<file path="config.mk">
export PLATFORM = sky130hd
export DESIGN_NAME = seq_gen
export DESIGN_NICKNAME = d
export VERILOG_FILES = /design/src/rtl/seq_gen.sv
export SDC_FILE = /design/constraint.sdc
export NUM_CORES = 1
export LEC_CHECK = 0
export BUFFER_PORTS_ARGS = -buffer_cell sky130_fd_sc_hd__buf_2
export CELL_PAD_IN_SITES_DETAIL_PLACEMENT = 2
export CELL_PAD_IN_SITES_GLOBAL_PLACEMENT = 2
export CORE_ASPECT_RATIO = 1.75
export CORE_MARGIN = 4
export CORE_UTILIZATION = 25
export CTS_BUF_LIST = sky130_fd_sc_hd__clkbuf_4
export DETAILED_ROUTE_END_ITERATION = 10
export GPL_TIMING_DRIVEN = 0
export PLACE_DENSITY_LB_ADDON = 0.12
export SYNTH_ARGS = -nofsm -noshare
export SYNTH_HDL_FRONTEND = slang
export SYNTH_SLANG_ARGS = --single-unit
</file>
<file path="constraint.sdc">
create_clock -name clk -period 1.69 [get_ports clk]
set_input_delay 0.2535 -clock clk [delete_from_list [all_inputs] [get_ports clk]]
set_output_delay 0.2535 -clock clk [all_outputs]
set_load 0.02 [all_outputs]
</file>
<file path="src/rtl/seq_gen.sv">
// Serial word generator: shifts each accepted word out MSB first, then holds the line idle for GAP bit-times.
// Optional even-parity bit after the LSB when SEQ_GEN_PARITY_EN is defined.
module seq_gen #(
    parameter int WIDTH = 8,
    parameter int GAP   = 1
) (
    input  logic             clk,
    input  logic             rst,
    input  logic [WIDTH-1:0] data_in,
    input  logic             valid,
    output logic             ready,
    output logic             in_ser,
    output logic             busy,
    output logic             done
);
    localparam int CW = $clog2(WIDTH + 1);

    localparam logic [1:0] S_IDLE  = 2'd0;
    localparam logic [1:0] S_SHIFT = 2'd1;
    localparam logic [1:0] S_GAP   = 2'd2;

`ifdef SEQ_GEN_PARITY_EN
    localparam int LAST = WIDTH;
`else
    localparam int LAST = WIDTH - 1;
`endif
    localparam logic [CW-1:0] LAST_CNT = CW'(LAST);
    localparam logic [3:0]    GAP_LAST = (GAP > 0) ? 4'(GAP - 1) : 4'd0;

    logic [1:0]       state;
    logic [WIDTH-1:0] shreg;
    logic [CW-1:0]    bit_cnt;
    logic [3:0]       gap_cnt;
    logic             accept;
`ifdef SEQ_GEN_PARITY_EN
    logic             par;
`endif

    assign ready  = (state == S_IDLE);
    assign busy   = (state != S_IDLE);
    assign accept = valid && ready;

    // shreg holds the bits still to send, next one in the MSB position;
    // bit_cnt is the index of the bit currently on in_ser.
    always_ff @(posedge clk) begin
        if (rst) begin
            state   <= S_IDLE;
            shreg   <= '0;
            bit_cnt <= '0;
            gap_cnt <= '0;
            in_ser  <= 1'b0;
            done    <= 1'b0;
`ifdef SEQ_GEN_PARITY_EN
            par     <= 1'b0;
`endif
        end else begin
            done <= 1'b0;
            case (state)
                S_IDLE: begin
                    if (accept) begin
                        shreg   <= {data_in[WIDTH-2:0], 1'b0};
                        bit_cnt <= '0;
                        gap_cnt <= '0;
                        in_ser  <= data_in[WIDTH-1];
                        state   <= S_SHIFT;
`ifdef SEQ_GEN_PARITY_EN
                        par     <= ^data_in;
`endif
                    end else begin
                        in_ser <= 1'b0;
                    end
                end
                S_SHIFT: begin
                    if (bit_cnt == LAST_CNT) begin
                        in_ser  <= 1'b0;
                        done    <= 1'b1;
                        gap_cnt <= '0;
                        state   <= (GAP > 0) ? S_GAP : S_IDLE;
`ifdef SEQ_GEN_PARITY_EN
                    end else if (bit_cnt == CW'(WIDTH - 1)) begin
                        in_ser  <= par;
                        bit_cnt <= bit_cnt + CW'(1);
`endif
                    end else begin
                        in_ser  <= shreg[WIDTH-1];
                        shreg   <= {shreg[WIDTH-2:0], 1'b0};
                        bit_cnt <= bit_cnt + CW'(1);
                    end
                end
                S_GAP: begin
                    in_ser <= 1'b0;
                    if (gap_cnt == GAP_LAST) begin
                        state <= S_IDLE;
                    end else begin
                        gap_cnt <= gap_cnt + 4'd1;
                    end
                end
                default: begin
                    state  <= S_IDLE;
                    in_ser <= 1'b0;
                end
            endcase
        end
    end
endmodule

</file>
==> Yosys cells after proc, flatten, opt, wreduce, memory -nomap -nowiden <==
Cells that the tools add are included.
{ "word_totals": {"reg_bits": 20, "word_cells": 44, "out_inout_bits": 4, "in_bits": 11} }
{ "op_classes": {"bitwise": 1, "add_sub_neg": 2, "reduce_logical": 10, "n_mux": 17, "eq_ne": 8} }
{ "ops": {"columns": ["op", "count"], "rows": [
  ["$mux 4", 4],
  ["$mux 8", 2],
  ["$pmux 8 s2", 1],
  ["$pmux 4 s3", 1],
  ["$add 4x1->4 const B", 2],
  ["$ne 2x2->1 const B", 4],
  ["$pmux 4 s2", 1],
  ["$mux 2", 3],
  ["$pmux 2 s3", 1],
  ["$reduce_and 3->1", 2],
  ["$eq 4x3->1 const B", 1],
  ["$logic_not 4->1", 1],
  ["$reduce_and 4->1", 1],
  ["$reduce_bool 2->1", 2],
  ["$mux 1", 3],
  ["$reduce_bool 3->1", 1],
  ["$eq 2x1->1 const B", 1],
  ["$eq 2x2->1 const B", 1],
  ["$logic_not 2->1", 1],
  ["$ne 2x1->1 const B", 1],
  ["$pmux 1 s2", 1],
  ["$reduce_or 2->1", 1],
  ["$logic_and 1x1->1", 1],
  ["$not 1->1", 1]
]} }

==> Depth between registers and ports, before layout <==
{ "depth": {"word_depth": 4, "depth_mapped": 6, "ltp_nobuf": 6} }

==> Worst setup path before layout <==
OpenSTA, ideal clock, no wires.
{ "synth_timing": {"path_type": "register to register", "start": "register bit_cnt[0]", "end": "register bit_cnt[3]", "stages_incl_launch_ff": 7, "synth_period_minus_slack_ns": 1.554, "t_arrival_ns": 1.421, "required_ns": 1.558, "slack_ns": 0.136, "n_path_buf": 1, "path_cell_list": "dfxtp_1 > ha_1 > and4b_4 > or3_1 > buf_2 > o21ai_1 > a21oi_1"} }
{ "synth_between": {"elab_chain_len": 3} }
{ "synth_rtl": {"columns": ["element", "line", "source"], "rows": [
  ["start, declared", "32", "logic [CW-1:0] bit_cnt;"],
  ["start signal, assigned", "87", "bit_cnt <= bit_cnt + CW'(1);"],
  ["$add 4x1->4 or $eq 4x3->1 (tied branches)", "87, 74", null],
  ["$mux 4 or $ne 2x2->1 (tied branches)", null, null],
  ["$pmux 4 s2 or $reduce_and 3->1 (tied branches)", null, null]
]} }
Parallel ways exist; a longest one is shown, timed or not. The select of a mux whose other input is x is not followed.
A chain may end at the register's enable or synchronous reset.

==> Worst setup path after layout <==
Ends and elaborated chain as after synthesis.

==> summary.txt <==
Run status
  – Status: finished, final reports clean

Logic synthesis
  – Area contributors post-synth: dfxtp_1, nor2_1, a311oi_1
  – Most common flop cell mapped by yosys: dfxtp_1
  – FF+latch count, synth: 19
  – EDFF count, synth: 0
  – Register area share after synthesis: 0.403
  – Avg Synthesized Cell Area: 8.20 sq um
  – Cell Area, Synth: 943 sq um
  – Synth Net Count: 129
  – Unique masters post-synth: 31
  – Count leader, synth: dfxtp_1
  – Post-synth top area cell: dfxtp_1
  – Synth cell count leaders: dfxtp_1, nor2_1, nand2_1
  – Top cell type's share of synthesized area: 0.403
  – Async S/R FF share, synth: 0
  – Cell count after synthesis: 115
  – Synth warnings: 0

Global route
  – Vias in the first global route: 1086
  – Initial antenna violation count: 0
  – GR Overflow Total: 0
  – Total global-route track usage: 0.139
  – First-pass GRT wire length: 4850 um
  – Pin count of the biggest net entering global routing: 12

Route
  – Remaining antenna violation count: 0
  – Drt pass-1 iters: 2
  – Residual DRC: 0
  – Post-DR wirelength/cell: 15.7 um
  – Vias/cell: 5.01
  – 1st-iter DRT viols: 7
  – Drt total wl: 2820 um
  – Vias: 902

Setup path
  – CP Class: reg2reg
  – WP data required: 1.87 ns
  – CP max FO: 6
  – Startpoint class of the critical path: flip-flop
  – Critical path arrival: 1.81 ns
  – Crit end category: flip-flop

Timing
  – Worst slew pin tran: 0.594 ns
  – Hold Fails Final Rpt: 0
  – Clock Skews: 0.000533 ns
  – Min Hold Slack: 0.199 ns
  – Count of final setup violators: 0
  – Slew Viols, Final: 0
  – Fmax: 0.615 GHz
  – Worst setup margin: 0.0646 ns
  – Tcrit/Tclk final: 0.962
  – Post-layout minimum cycle time: 1.63 ns
  – Slew margin rel.: 0.604

Floorplanning
  – Die area: 0.00486 sq mm
  – I/O Pins: 15
  – Die Y: 89.3 um
  – Initial Util: 0.260
  – Rows: 29
  – Die width: 54.4 um
  – CORE AREA: 0.00363 sq mm

Power and ir drop
  – Total power draw: 0.000847 W
  – Switching Share: 0.285
  – PwrDens: 732 mW/mm^2
  – Logic pwr share: 0.146
  – Reg power frac: 0.567
  – VDD IR-drop max: 435 uV
  – Psw: 0.000241 W
  – P_leak: 0.449 nW
  – Clock power share: 0.287
  – Cell-internal power: 0.000606 W

Worst hold path
  – Min-delay worst type: in2reg

Clock tree
  – Clock sink count: 19
  – Longest Clk Path Bufs: 2
  – Clock latency on the worst-skew pair: 0.30 ns
  – CTS Buf Count: 3
  – Worst-path clk slew: 0.11 ns
  – H-tree Lvls: 1
  – CTS tree: yes
  – Clock tree root driver cell: clkbuf_4
  – Hold_buf cts: 0

Placement
  – Buffers on Ports: 14
  – GPL Wtd Cong: 0.707
  – DP Worst Slack: -0.0612 ns
  – Post-DP HPWL: 2200 um

Cells and area
  – Layout cell share with drive strength beyond 1: 0.269
  – N_diodes: 0
  – Layout area overhead: 22.5%
  – Fin nets: 149

Flow run
  – Max_cap viols: 0
## worst max-delay path, cell delays in order, from the launching register on
cell and delay [ns]:
dfxtp_4 0.38, ha_4 0.17, and4b_4 0.23, or3_1 0.36, buf_6 0.15, o21ai_2 0.13
a21oi_1 0.07
## layout by cell type (no fill, tap or decap), drive strengths merged, types with 2 or more instances in the layout
cell type / instances
a21oi: 8
buf: 21
nor3: 6
nor2: 15
o21ai: 4
a311oi: 7
nor3b: 2
nand3: 3
ha: 3
dfxtp: 19
a32oi: 2
inv: 6
nand2b: 3
or3: 2
clkbuf: 5
nor2b: 4
nand2: 13
## path summary, 6_finish.rpt
| check | startpoint | endpoint | slack [ns] | cells after the start |
|---|---|---|---|---|
| worst max register to register | bit_cnt[0]$_SDFFE_PP0P_ | bit_cnt[3]$_SDFFE_PP0P_ | 0.06 | 6 |
| worst min-delay path | data_in[5] | shreg[6]$_SDFFE_PP0P_ | 0.20 | 3 |
| worst max-delay path | bit_cnt[0]$_SDFFE_PP0P_ | bit_cnt[3]$_SDFFE_PP0P_ | 0.06 | 6 |
| worst min register to register | shreg[2]$_SDFFE_PP0P_ | shreg[3]$_SDFFE_PP0P_ | 0.49 | 2 |
## per-layer routing
layer  GRT usage  routed length, um  part of all wire  vias to the layer above
li1            -                  -                 -                      439
met1       0.130               1030              0.36                      447
met2       0.277               1680              0.60                       12
met3      0.0167                 65             0.023                        4
met4      0.0680                 47             0.017                        0
met5           0                  0                 0                        -
## cell families (layout without fill, tap and decap cells)
kind of cell               count (synthesis)  in the layout  share of synthesized area
and+or+nand+nor                           54             54                      0.298
buffers and inverters                     14             33                     0.0703
adders and majority gates                  3              3                     0.0398
DFF                                       19             19                      0.403
AOI/OAI and AO/OA                         24             24                      0.179
xor gates and xnor gates                   1              1                    0.00929
## registers in the layout, summed over array words and instances, names as in the netlist
signal   count
state        2
done         1
gap_cnt      4
shreg        7
bit_cnt      4
in_ser       1
## metrics by stage
stage                TNS [ns]  cells   util  area (sq um)
global placement      -0.0447    175  0.295          1070
global route        -0.000201    180  0.319          1160
CTS                         0    179  0.306          1110
floorplan                   0    115      -           943
finish                      0    180  0.319          1160
detailed placement     -0.136    175  0.295          1070
## timing repair
| item | 4_1_cts | 5_1_grt |
|---|---|---|
| setup endpoints to repair | 8 | 8 |
| setup buffers | 0 | 1 |
| gates resized for setup | 4 | 10 |
## layout make-up
class / instances / area, sq um
fillers: 447 / 2470
multi-input cells: 82 / 537
flip-flops and latches: 19 / 384
repair buffers: 15 / 77.6
well taps: 46 / 57.6
plain buffers: 8 / 50.0
clock buffers: 3 / 22.5
inverters: 6 / 22.5
clock inverters: 1 / 5.00
## power by group through the flow
stage / Combinational (W) / Sequential (W) / Clock [W]
final: 0.000124 / 0.000480 / 0.000243
after global routing: 0.000140 / 0.000484 / 0.000276
after CTS: 0.000118 / 0.000480 / 0.000258
after detailed placement: 0.000116 / 0.000490 / 0
after global placement: 0.000113 / 0.000489 / 0
after floorplan: 0.0000742 / 0.000487 / 0
(Power assumes the default switching activity.)
